$ cat config.mk
export PLATFORM = sky130hd
export DESIGN_NAME = mem_ctrl_flat
export DESIGN_NICKNAME = d
export VERILOG_FILES = /design/src/rtl/mem_ctrl_if.sv /design/src/rtl/mem_ctrl.sv /design/src/flat_wrapper.sv
export SDC_FILE = /design/constraint.sdc
export NUM_CORES = 1
export LEC_CHECK = 0
export ABC_CLOCK_PERIOD_IN_PS = 1900
export BUFFER_PORTS_ARGS = -buffer_cell sky130_fd_sc_hd__buf_2
export CORE_ASPECT_RATIO = 0.75
export CORE_MARGIN = 2
export CORE_UTILIZATION = 25
export DETAILED_ROUTE_END_ITERATION = 6
export GPL_TIMING_DRIVEN = 1
export PLACE_DENSITY = 0.86
export SLEW_MARGIN = 20
export SYNTH_ARGS = -nofsm -noshare
export SYNTH_HDL_FRONTEND = slang
export SYNTH_SLANG_ARGS = --single-unit
$ cat constraint.sdc
create_clock -name clk -period 1.9 [get_ports clk]
set_clock_uncertainty 0.15 [all_clocks]
set_input_delay 0.38 -clock clk [delete_from_list [all_inputs] [get_ports clk]]
set_output_delay 0.38 -clock clk [all_outputs]
set_load 0.02 [all_outputs]
$ cat src/rtl/mem_ctrl_if.sv
// mem_ctrl_if: request/completion bus between the two caches, the byte
// controller and the single-port 8-bit RAM/IO bus.
//   slave  : controller view (requests and mem_din in; grants, completions out)
//   master : environment view (caches plus RAM/IO), the mirror of slave
interface mem_ctrl_if #(
   parameter int ADDR_WIDTH = 18
);
   logic                  dcache_get_en;
   logic                  dcache_write_mode;
   logic [ADDR_WIDTH-1:0] dcache_addr;
   logic [7:0]            dcache_data;
   logic                  dcache_out_en;
   logic [7:0]            dcache_content;

   logic                  icache_get_en;
   logic [ADDR_WIDTH-1:0] icache_addr;
   logic                  icache_out_en;
   logic [7:0]            icache_content;

   logic                  io_buffer_full;
   logic [7:0]            mem_din;
   logic [7:0]            mem_dout;
   logic [ADDR_WIDTH-1:0] mem_a;
   logic                  mem_wr;

   modport slave (
      input  dcache_get_en, dcache_write_mode, dcache_addr, dcache_data,
      output dcache_out_en, dcache_content,
      input  icache_get_en, icache_addr,
      output icache_out_en, icache_content,
      input  io_buffer_full, mem_din,
      output mem_dout, mem_a, mem_wr
   );

   modport master (
      output dcache_get_en, dcache_write_mode, dcache_addr, dcache_data,
      input  dcache_out_en, dcache_content,
      output icache_get_en, icache_addr,
      input  icache_out_en, icache_content,
      output io_buffer_full, mem_din,
      input  mem_dout, mem_a, mem_wr
   );
endinterface

$ cat src/rtl/mem_ctrl.sv
// mem_ctrl: byte-serial arbiter placing one dcache or icache byte per cycle on
// the RAM/IO bus, with a one-cycle completion pulse back to the issuer.
// Ports:
//   clk    - clock
//   rst_n  - synchronous active-low reset
//   bus    - mem_ctrl_if.slave (cache requests/completions, RAM/IO bus)
//
// state     | meaning
// ----------+---------------------------------------------------------
// OWN_NONE  | nothing issued last cycle, no completion due
// OWN_D     | dcache byte issued last cycle, dcache_out_en this cycle
// OWN_I     | icache byte issued last cycle, icache_out_en this cycle
module mem_ctrl #(
   parameter int         ADDR_WIDTH = 18,
   parameter logic [1:0] IO_PREFIX  = 2'b11
) (
   input  logic        clk,
   input  logic        rst_n,
   mem_ctrl_if.slave   bus
);

   typedef enum logic [1:0] {
      OWN_NONE = 2'd0,
      OWN_D    = 2'd1,
      OWN_I    = 2'd2
   } owner_e;

   owner_e r_owner;
   owner_e w_grant;
   logic   w_dcache_blocked;

   // An IO write cannot proceed while the IO buffer is full; the cycle is
   // handed to the icache instead and the dcache retries next cycle.
   assign w_dcache_blocked = bus.dcache_get_en & bus.dcache_write_mode &
                             (bus.dcache_addr[ADDR_WIDTH-1 -: 2] == IO_PREFIX) &
                             bus.io_buffer_full;

   always_ff @(posedge clk) begin
      if (!rst_n) begin
         r_owner <= OWN_NONE;
      end else begin
         r_owner <= w_grant;
      end
   end

   // Next state is the current cycle's grant; reset suppresses any grant.
   always_comb begin
      w_grant = OWN_NONE;
      if (rst_n) begin
         if (bus.dcache_get_en && !w_dcache_blocked) begin
            w_grant = OWN_D;
         end else if (bus.icache_get_en) begin
            w_grant = OWN_I;
         end
      end
   end

   // Completions are gated by rst_n so a byte issued just before reset
   // never produces a pulse.
   always_comb begin
      bus.mem_a          = '0;
      bus.mem_wr         = 1'b0;
      bus.mem_dout       = 8'h00;
      bus.dcache_out_en  = rst_n && (r_owner == OWN_D);
      bus.icache_out_en  = rst_n && (r_owner == OWN_I);
      bus.dcache_content = bus.mem_din;
      bus.icache_content = bus.mem_din;
      case (w_grant)
         OWN_D: begin
            bus.mem_a    = bus.dcache_addr;
            bus.mem_wr   = bus.dcache_write_mode;
            bus.mem_dout = bus.dcache_data;
         end
         OWN_I: begin
            bus.mem_a    = bus.icache_addr;
         end
         default: ;
      endcase
   end

endmodule

$ cat src/flat_wrapper.sv
// flat-port wrapper written by rule: the top's interface ports become plain ports
module mem_ctrl_flat 
#(
   parameter int         ADDR_WIDTH = 18,
   parameter logic [1:0] IO_PREFIX  = 2'b11
)
  (clk, rst_n, bus_dcache_get_en, bus_dcache_write_mode, bus_dcache_addr, bus_dcache_data, bus_dcache_out_en, bus_dcache_content, bus_icache_get_en, bus_icache_addr, bus_icache_out_en, bus_icache_content, bus_io_buffer_full, bus_mem_din, bus_mem_dout, bus_mem_a, bus_mem_wr);
  mem_ctrl_if #(.ADDR_WIDTH(ADDR_WIDTH)) bus_i ();
  input  logic clk;
  input  logic rst_n;
  input wire logic [$bits(bus_i.dcache_get_en)-1:0] bus_dcache_get_en;
  input wire logic [$bits(bus_i.dcache_write_mode)-1:0] bus_dcache_write_mode;
  input wire logic [$bits(bus_i.dcache_addr)-1:0] bus_dcache_addr;
  input wire logic [$bits(bus_i.dcache_data)-1:0] bus_dcache_data;
  output wire logic [$bits(bus_i.dcache_out_en)-1:0] bus_dcache_out_en;
  output wire logic [$bits(bus_i.dcache_content)-1:0] bus_dcache_content;
  input wire logic [$bits(bus_i.icache_get_en)-1:0] bus_icache_get_en;
  input wire logic [$bits(bus_i.icache_addr)-1:0] bus_icache_addr;
  output wire logic [$bits(bus_i.icache_out_en)-1:0] bus_icache_out_en;
  output wire logic [$bits(bus_i.icache_content)-1:0] bus_icache_content;
  input wire logic [$bits(bus_i.io_buffer_full)-1:0] bus_io_buffer_full;
  input wire logic [$bits(bus_i.mem_din)-1:0] bus_mem_din;
  output wire logic [$bits(bus_i.mem_dout)-1:0] bus_mem_dout;
  output wire logic [$bits(bus_i.mem_a)-1:0] bus_mem_a;
  output wire logic [$bits(bus_i.mem_wr)-1:0] bus_mem_wr;
  assign bus_i.dcache_get_en = bus_dcache_get_en;
  assign bus_i.dcache_write_mode = bus_dcache_write_mode;
  assign bus_i.dcache_addr = bus_dcache_addr;
  assign bus_i.dcache_data = bus_dcache_data;
  assign bus_dcache_out_en = bus_i.dcache_out_en;
  assign bus_dcache_content = bus_i.dcache_content;
  assign bus_i.icache_get_en = bus_icache_get_en;
  assign bus_i.icache_addr = bus_icache_addr;
  assign bus_icache_out_en = bus_i.icache_out_en;
  assign bus_icache_content = bus_i.icache_content;
  assign bus_i.io_buffer_full = bus_io_buffer_full;
  assign bus_i.mem_din = bus_mem_din;
  assign bus_mem_dout = bus_i.mem_dout;
  assign bus_mem_a = bus_i.mem_a;
  assign bus_mem_wr = bus_i.mem_wr;
  mem_ctrl #(.ADDR_WIDTH(ADDR_WIDTH), .IO_PREFIX(IO_PREFIX)) u_core (.clk(clk), .rst_n(rst_n), .bus(bus_i));
endmodule
# ---- After elaboration in Yosys (flattened, before gate mapping)
# Cells that the tools add are included.
# W data, S select, Z words.
dict set report word_totals {
  input_bits 58
  mem_bits_rw 0
  rom_bits 0
  ff_bits 2
  latch_bits 0
  mem_count 0
  out_inout_bits 45
}
dict set report classes {
  div_mod_pow 0
  mux 6
  n_shift 0
  n_lt_le_gt_ge 0
  reduce_logical 4
  n_eq_ne 5
  n_addsub 0
  bitwise_logic 3
  multipliers 0
}
# op n
set ops {}
lappend ops {{$pmux W18 S2} 1}
lappend ops {{$mux W8} 1}
lappend ops {{$eq A2 B2 Y1 const B} 3}
lappend ops {{$mux W2} 3}
lappend ops {{$eq A2 B1 Y1 const B} 2}
lappend ops {{$and A1 B1 Y1} 3}
lappend ops {{$logic_and A1 B1 Y1} 3}
lappend ops {{$logic_not A1 Y1} 1}
lappend ops {{$mux W1} 1}

# ---- Depth between registers and ports, before layout
# Gate-level depths: netlist (run 1).
dict set report logic_depth {
  word_depth 9
  depth_mapped 7
  ltp_nobuf 5
}

# ---- Worst setup path after synthesis (run 1)
# OpenSTA, ideal clock, no wires.
dict set report synth_timing {
  kind {in2out}
  start {in bus_dcache_write_mode}
  end {out bus_mem_a[10]}
  required_time_ps 1370
  stages 6
  path_slack_ps -221
  t_arrival_ps 1591
  path_buffers 2
  cell_sequence {nand4_1 > a21oi_1 > ha_1 > clkbuf_2 > buf_2 > nor2_1}
}
dict set report synth_between {
  elab_chain_cells 9
  elab_cells_between_ends 10
}
# item line
set synth_lines {}
lappend synth_lines {{start: declaration} flat_wrapper.sv:12} ;# input wire logic [$bits(bus_i.dcache_write_mode)-1:0] bus_dcache_write_mode;
lappend synth_lines {{$and A1 B1 Y1 (*) (2 in series)} mem_ctrl.sv:34} ;# assign w_dcache_blocked = bus.dcache_get_en & bus.dcache_write_mode &
lappend synth_lines {{$and A1 B1 Y1 (*)} mem_ctrl.sv:35} ;# (bus.dcache_addr[ADDR_WIDTH-1 -: 2] == IO_PREFIX) &
lappend synth_lines {{$logic_not A1 Y1 (*)} mem_ctrl.sv:50} ;# if (bus.dcache_get_en && !w_dcache_blocked) begin
lappend synth_lines {{$logic_and A1 B1 Y1 (*)} mem_ctrl.sv:50}
lappend synth_lines {{$mux W2 (*)} mem_ctrl.sv:50}
lappend synth_lines {{$mux W2 (*)} mem_ctrl.sv:49} ;# if (rst_n) begin
lappend synth_lines {{via u_core.w_grant[1]} mem_ctrl.sv:29} ;# owner_e w_grant;
lappend synth_lines {{$eq A2 B2 Y1 / $eq A2 B1 Y1 (equally long branches)} mem_ctrl.sv:68} ;# case (w_grant)
lappend synth_lines {{$pmux W18 S2 (*)} mem_ctrl.sv:68}
lappend synth_lines {{end: declaration} flat_wrapper.sv:24} ;# output wire logic [$bits(bus_i.mem_a)-1:0] bus_mem_a;
# Mark *: on every way through the listed nets, which the timed path passes. The rest lies on a longest branch.

# ---- Final worst setup path (run 1)
dict set report layout_timing {
  start {in bus_dcache_write_mode}
  end {out bus_mem_a[11]}
}
dict set report layout_between {
  elab_chain_cells 9
  elab_cells_between_ends 10
}
# item line
set layout_lines {}
lappend layout_lines {{$and A1 B1 Y1 (*) (2 in series)} mem_ctrl.sv:34}
lappend layout_lines {{$and A1 B1 Y1 (*)} mem_ctrl.sv:35}
lappend layout_lines {{$logic_not A1 Y1 (*)} mem_ctrl.sv:50}
lappend layout_lines {{$logic_and A1 B1 Y1 (*)} mem_ctrl.sv:50}
lappend layout_lines {{$mux W2 (*)} mem_ctrl.sv:50}
lappend layout_lines {{$mux W2 (*)} mem_ctrl.sv:49}
lappend layout_lines {{$eq A2 B2 Y1 / $eq A2 B1 Y1 (equally long branches)} mem_ctrl.sv:68}
lappend layout_lines {{$pmux W18 S2 (*)} mem_ctrl.sv:68}
# Every way passes the cells marked *; elsewhere a longest branch is shown, timed or not.

==> qor.txt, run 1 <==
Synthesized instance count: 83
Synthesis warning total: 0
CTS Root Buffer Type: sky130_fd_sc_hd__clkbuf_4
Site row count: 15
Number of register bits inferred by synthesis: 2
Placeable Area: 2360 sq um
Max Fclk: 0.457 GHz
Largest register by flop count: u_core.r_owner
Kind of launch point of the worst setup path: input pin
Reported max-cap violation count: 0
Routed length per placed instance: 15.6 microns
Final cell area excluding filler cells: 1390 sq um
Global-route wire length before repair: 3380 microns
Crit path time final: 2.19 ns
Flip-flop count of the largest register, all copies and words added: 2
Antenna violations before repair: 0
Failing checks: setup timing
I/O pin count: 103
Residual DRC count: 0
Post-CTS setup buffers: 0
Die footprint: 2990 sq um
Area of the mapped netlist: 641 sq um
Initial core utilization: 27.1%
Number of max-slew violations in the final report: 0
Routed Wire Length: 2870 microns
Unrepaired setup endpoints after global routing: true
Net Count, Synth: 143
Pwr/cell area: 317 nW/um^2
Post-synthesis cell type count: 20
Worst-path cell chain: buf_6 > nand4_1 > a21o_1 > ha_4 > clkbuf_16 > a22oi_2 > nor2_4 > buf_6
Post-route clock period utilization: 115%
Worst voltage drop across the vdd grid: 0.207 mV
Post-synthesis area per instance: 7.72 sq um
Regs by FF count: u_core.r_owner (2)
Worst max-slew margin expressed relative to the limit: 84.7%
Leakage power of the design: 0.631 nW
Number of design-rule violations left by the first detailed-router iteration: 39
Most common cell after layout, fill and taps aside: sky130_fd_sc_hd__buf_2
Count of vias placed by the detailed router: 850
Part of the Yosys area used for sequential elements: 6.25%
Hold/Removal Path Class: in2reg
GPL Wtd Cong: 0.728
Cts bufs inserted: 3
Slowest CP cell: sky130_fd_sc_hd__a21o_1
Proportion of layout cells with a drive suffix above 1: 86.0%
Critical Path Most Common Cell: sky130_fd_sc_hd__buf_6
Vias in the first global route: 732
Area Growth Syn to Fin: 117%
Slew at the pin closest to its max-slew limit: 0.230 ns
Biggest cell delay along the critical path: 0.25 ns
Status: complete, but fails checks
H-tree depth: 1
Setup-violating endpoint count in the final report: 27
Setup Crit Path Kind: in2out
Final-layout worst hold slack: 0.337 ns
Final hold violation count: 0
Final antenna diode count: 0
Worst Path Required: 1.37 ns
TritonCTS clock tree: yes
Final worst-path setup slack: -0.287 ns
Routed Antenna Nets: 0
Estimated wirelength of the detail-placed design: 1620 microns
Signal arrival time at the worst endpoint: 1.66 ns
Highest-count cells in the layout ignoring fill and taps: 50 x sky130_fd_sc_hd__buf_2, 23 x sky130_fd_sc_hd__buf_6, 16 x sky130_fd_sc_hd__a22oi_2
Clock transition at the registers of the reported paths: 0.03 ns
Gr usage total: 14.4%
Power Total: 0.000440 W
Final #Nets: 212
Crit Path Max Fanout: 7
Number of clock sinks seen by CTS: 2
Largest net degree at the start of global routing: 19
Buffers on Ports: 78
Length of the first detailed-routing pass in iterations: 4
Die Ht: 47.8 microns
Width of the die: 62.5 microns
Number of vias per cell: 4.62
Instance area after placement: 1030 sq um
Buffer levels on the longest clock path: 2
Category of the worst setup path capture point: output port
Remaining Overflow, GRT: 0
Setup total negative slack: -6.40 ns
-- power breakdown --
part	total (W)	switching, W	internal, W
Combinational	0.000303	0.000143	0.000160
Sequential	0.0000454	0.000000849	0.0000445
Clock	0.0000915	0.0000219	0.0000695
Total	0.000440	0.000166	0.000274
-- metal layers --
layer  share of wire (%)  GRT usage, %  wire length [microns]
met1                  40          17.6                   1140
met2                  52          26.5                   1490
met3                 7.5          3.76                    215
met4                0.73          3.11                     21
met5                   0             0                      0
-- metrics by stage --
step / util, % / cells / setup slack, ns
final: 58.8 / 184 / -0.287
after global routing: 58.8 / 184 / -0.335
after detailed placement: 43.5 / 177 / -0.241
after floorplan: - / 83 / -0.0433
after global placement: 43.5 / 177 / -0.190
after CTS: 54.3 / 182 / -0.217
-- repair_timing --
action / in CTS / in global routing
endpoints found under the setup margin: 27 / 27
pin swaps: 7 / 17
hold buffers: 0 / 0
gates resized for setup: 50 / 15
cloned: 2 / 2
-- cells in the mapped netlist, drive strengths merged --
cell type,n,area share (%)
nor2,19,11
nand3,1,0.78
and2,9,8.8
nand2,2,1.2
clkbuf,1,0.78
and3b,1,1.4
a22oi,18,30
ha,2,3.9
a21oi,2,1.6
a21o,1,1.2
dfxtp,2,6.3
nand4,1,0.98
and3,2,2.1
buf,22,30
-- kinds of logic after synthesis --
kind of cell               after synthesis  synth area share, %
buffers and inverters                   23                 31.1
AOI/OAI and AO/OA                       21                 32.4
and+or+nand+nor                         35                 26.4
adders and majority gates                2                 3.91
DFF                                      2                 6.25
-- area by class of cell --
class,count,area [sq um]
repair buffers,87,732
clock buffers,3,22.5
multi-input cells,58,553
well taps,34,42.5
fillers,192,975
flip-flops and latches,2,40.0
-- worst paths after layout --
kind | slack [ns] | startpoint | to | depth (start not counted)
setup / recovery | -0.29 | bus_dcache_write_mode | bus_mem_a[11] | 8
hold / removal | 0.34 | bus_icache_get_en | u_core.r_owner[1] | 3
-- worst max-delay path: cells and delay by family --
| family | cells | cell delay (ns) |
|---|---|---|
| AND/OR/NAND/NOR | 2 | 0.25 |
| AO/OA/AOI/OAI | 2 | 0.45 |
| adder cells (fa/ha/maj) | 1 | 0.20 |
| buffers and inverters | 3 | 0.37 |
(Power assumes the default switching activity.)
==> run 2, diff against run 1 <==
--- a/config.mk
+++ b/config.mk
@@ -13,6 +13,7 @@
 export DETAILED_ROUTE_END_ITERATION = 6
 export GPL_TIMING_DRIVEN = 1
 export PLACE_DENSITY = 0.86
+export SETUP_SLACK_MARGIN = 0.4
 export SLEW_MARGIN = 20
 export SYNTH_ARGS = -nofsm -noshare
 export SYNTH_HDL_FRONTEND = slang
==> qor.txt, run 2 (synthesis results as in run 1) <==
Buffers on Ports: 78
Most common cell after layout, fill and taps aside: sky130_fd_sc_hd__buf_2
Final hold violation count: 0
Highest-count cells in the layout ignoring fill and taps: 44 x sky130_fd_sc_hd__buf_2, 34 x sky130_fd_sc_hd__buf_6, 18 x sky130_fd_sc_hd__a22oi_2
TritonCTS clock tree: yes
Clock transition at the registers of the reported paths: 0.03 ns
Kind of launch point of the worst setup path: input pin
Buf+Inv Stages, Crit Path: 5
I/O pin count: 103
Biggest cell delay along the critical path: 0.22 ns
Die Ht: 47.8 microns
Unrepaired setup endpoints after global routing: true
Vias in the first global route: 960
Number of clock sinks seen by CTS: 2
Fill cells: 179
Number of design-rule violations left by the first detailed-router iteration: 46
Worst voltage drop across the vdd grid: 0.167 mV
Reported max-cap violation count: 0
Routed Wire Length: 2940 microns
Cell family contributing the most delay on the critical path: buffers and inverters
Setup total negative slack: -7.02 ns
Worst-path cell chain: buf_6 > nand4_1 > buf_4 > a21o_1 > ha_4 > buf_12 > buf_16 > and2_4 > buf_6
Placeable Area: 2360 sq um
Antenna violations before repair: 0
Max Fclk: 0.456 GHz
Leakage power of the design: 0.685 nW
Crit path time final: 2.19 ns
Die footprint: 2990 sq um
H-tree depth: 1
Power Total: 0.000494 W
Signal arrival time at the worst endpoint: 1.66 ns
Setup-violating endpoint count in the final report: 27
Final antenna diode count: 0
Hold/Removal Path Class: in2reg
Routed length per placed instance: 15.3 microns
Crit Path Max Fanout: 5
Worst max-slew margin expressed relative to the limit: 85.0%
Setup Crit Path Kind: in2out
Post-layout instance count excluding filler cells: 192
Critical Path Most Common Cell: sky130_fd_sc_hd__buf_6
Width of the die: 62.5 microns
Number of vias per cell: 4.80
Length of the first detailed-routing pass in iterations: 4
Final #Nets: 220
Residual DRC count: 0
Largest net degree at the start of global routing: 14
Site row count: 15
Area Growth Syn to Fin: 145%
Proportion of layout cells with a drive suffix above 1: 94.3%
Largest register by flop count: u_core.r_owner
Estimated wirelength of the detail-placed design: 1660 microns
Utilization of the core after routing: 66.2%
Remaining Overflow, GRT: 0
Routed Antenna Nets: 0
Initial core utilization: 27.1%
Slowest CP cell: sky130_fd_sc_hd__ha_4
Instance area after placement: 1110 sq um
Flip-flop count of the largest register, all copies and words added: 2
Category of the worst setup path capture point: output port
Cts bufs inserted: 3
Gr usage total: 19.3%
Buffer levels on the longest clock path: 2
Post-route clock period utilization: 115%
Placed Cells incl. Taps: 182
Count of vias placed by the detailed router: 921
Final worst-path setup slack: -0.291 ns
Worst Path Required: 1.37 ns
Regs by FF count: u_core.r_owner (2)
Pwr/cell area: 316 nW/um^2
Slew at the pin closest to its max-slew limit: 0.225 ns
Number of max-slew violations in the final report: 0
Final cell area excluding filler cells: 1570 sq um
Status: complete, but fails checks
Global-route wire length before repair: 4350 microns
CTS Root Buffer Type: sky130_fd_sc_hd__clkbuf_4
Failing checks: setup timing
GPL Wtd Cong: 0.757
==> run 2: layer usage <==
metal | GRT usage (%) | wire length (microns)
met1 | 19.8 | 1060
met2 | 39.6 | 1540
met3 | 3.29 | 258
met4 | 11.1 | 85
met5 | 0 | 0
==> run 2: final timing paths <==
check | start | to | slack [ns] | cells past startpoint
max | bus_dcache_addr[17] | bus_mem_dout[3] | -0.29 | 9
min | rst_n | u_core.r_owner[0] | 0.32 | 2
==> run 2: metrics by stage <==
stage               hold slack, ns  setup WS, ns
finish                       0.321        -0.291
global route                 0.319        -0.352
CTS                          0.327        -0.292
detailed placement           0.532        -0.302
global placement             0.523        -0.236
floorplan                    0.321       -0.0473
==> run 2: area by class of cell <==
type,count,area [sq um],share of cell area (%)
timing repair buffer,95,861,55.0
multi-input combinational,58,601,38.3
sequential,2,40.0,2.56
tap,34,42.5,2.72
clock buffer,3,22.5,1.44
==> run 2: power breakdown <==
group	internal, W	switching, W
logic	0.000193	0.000157
clock network	0.0000700	0.0000283
registers	0.0000445	0.000000903
total	0.000308	0.000187
==> run 2: timing repair <==
| item | 4_1_cts | 5_1_grt |
|---|---|---|
| hold buffers | 0 | 0 |
| endpoints found under the hold margin | 0 | 0 |
| cloned | 4 | 0 |
| setup buffers | 3 | 0 |
| pin swaps | 18 | 21 |
| gates resized for setup | 57 | 25 |
| endpoints found under the setup margin | 27 | 29 |
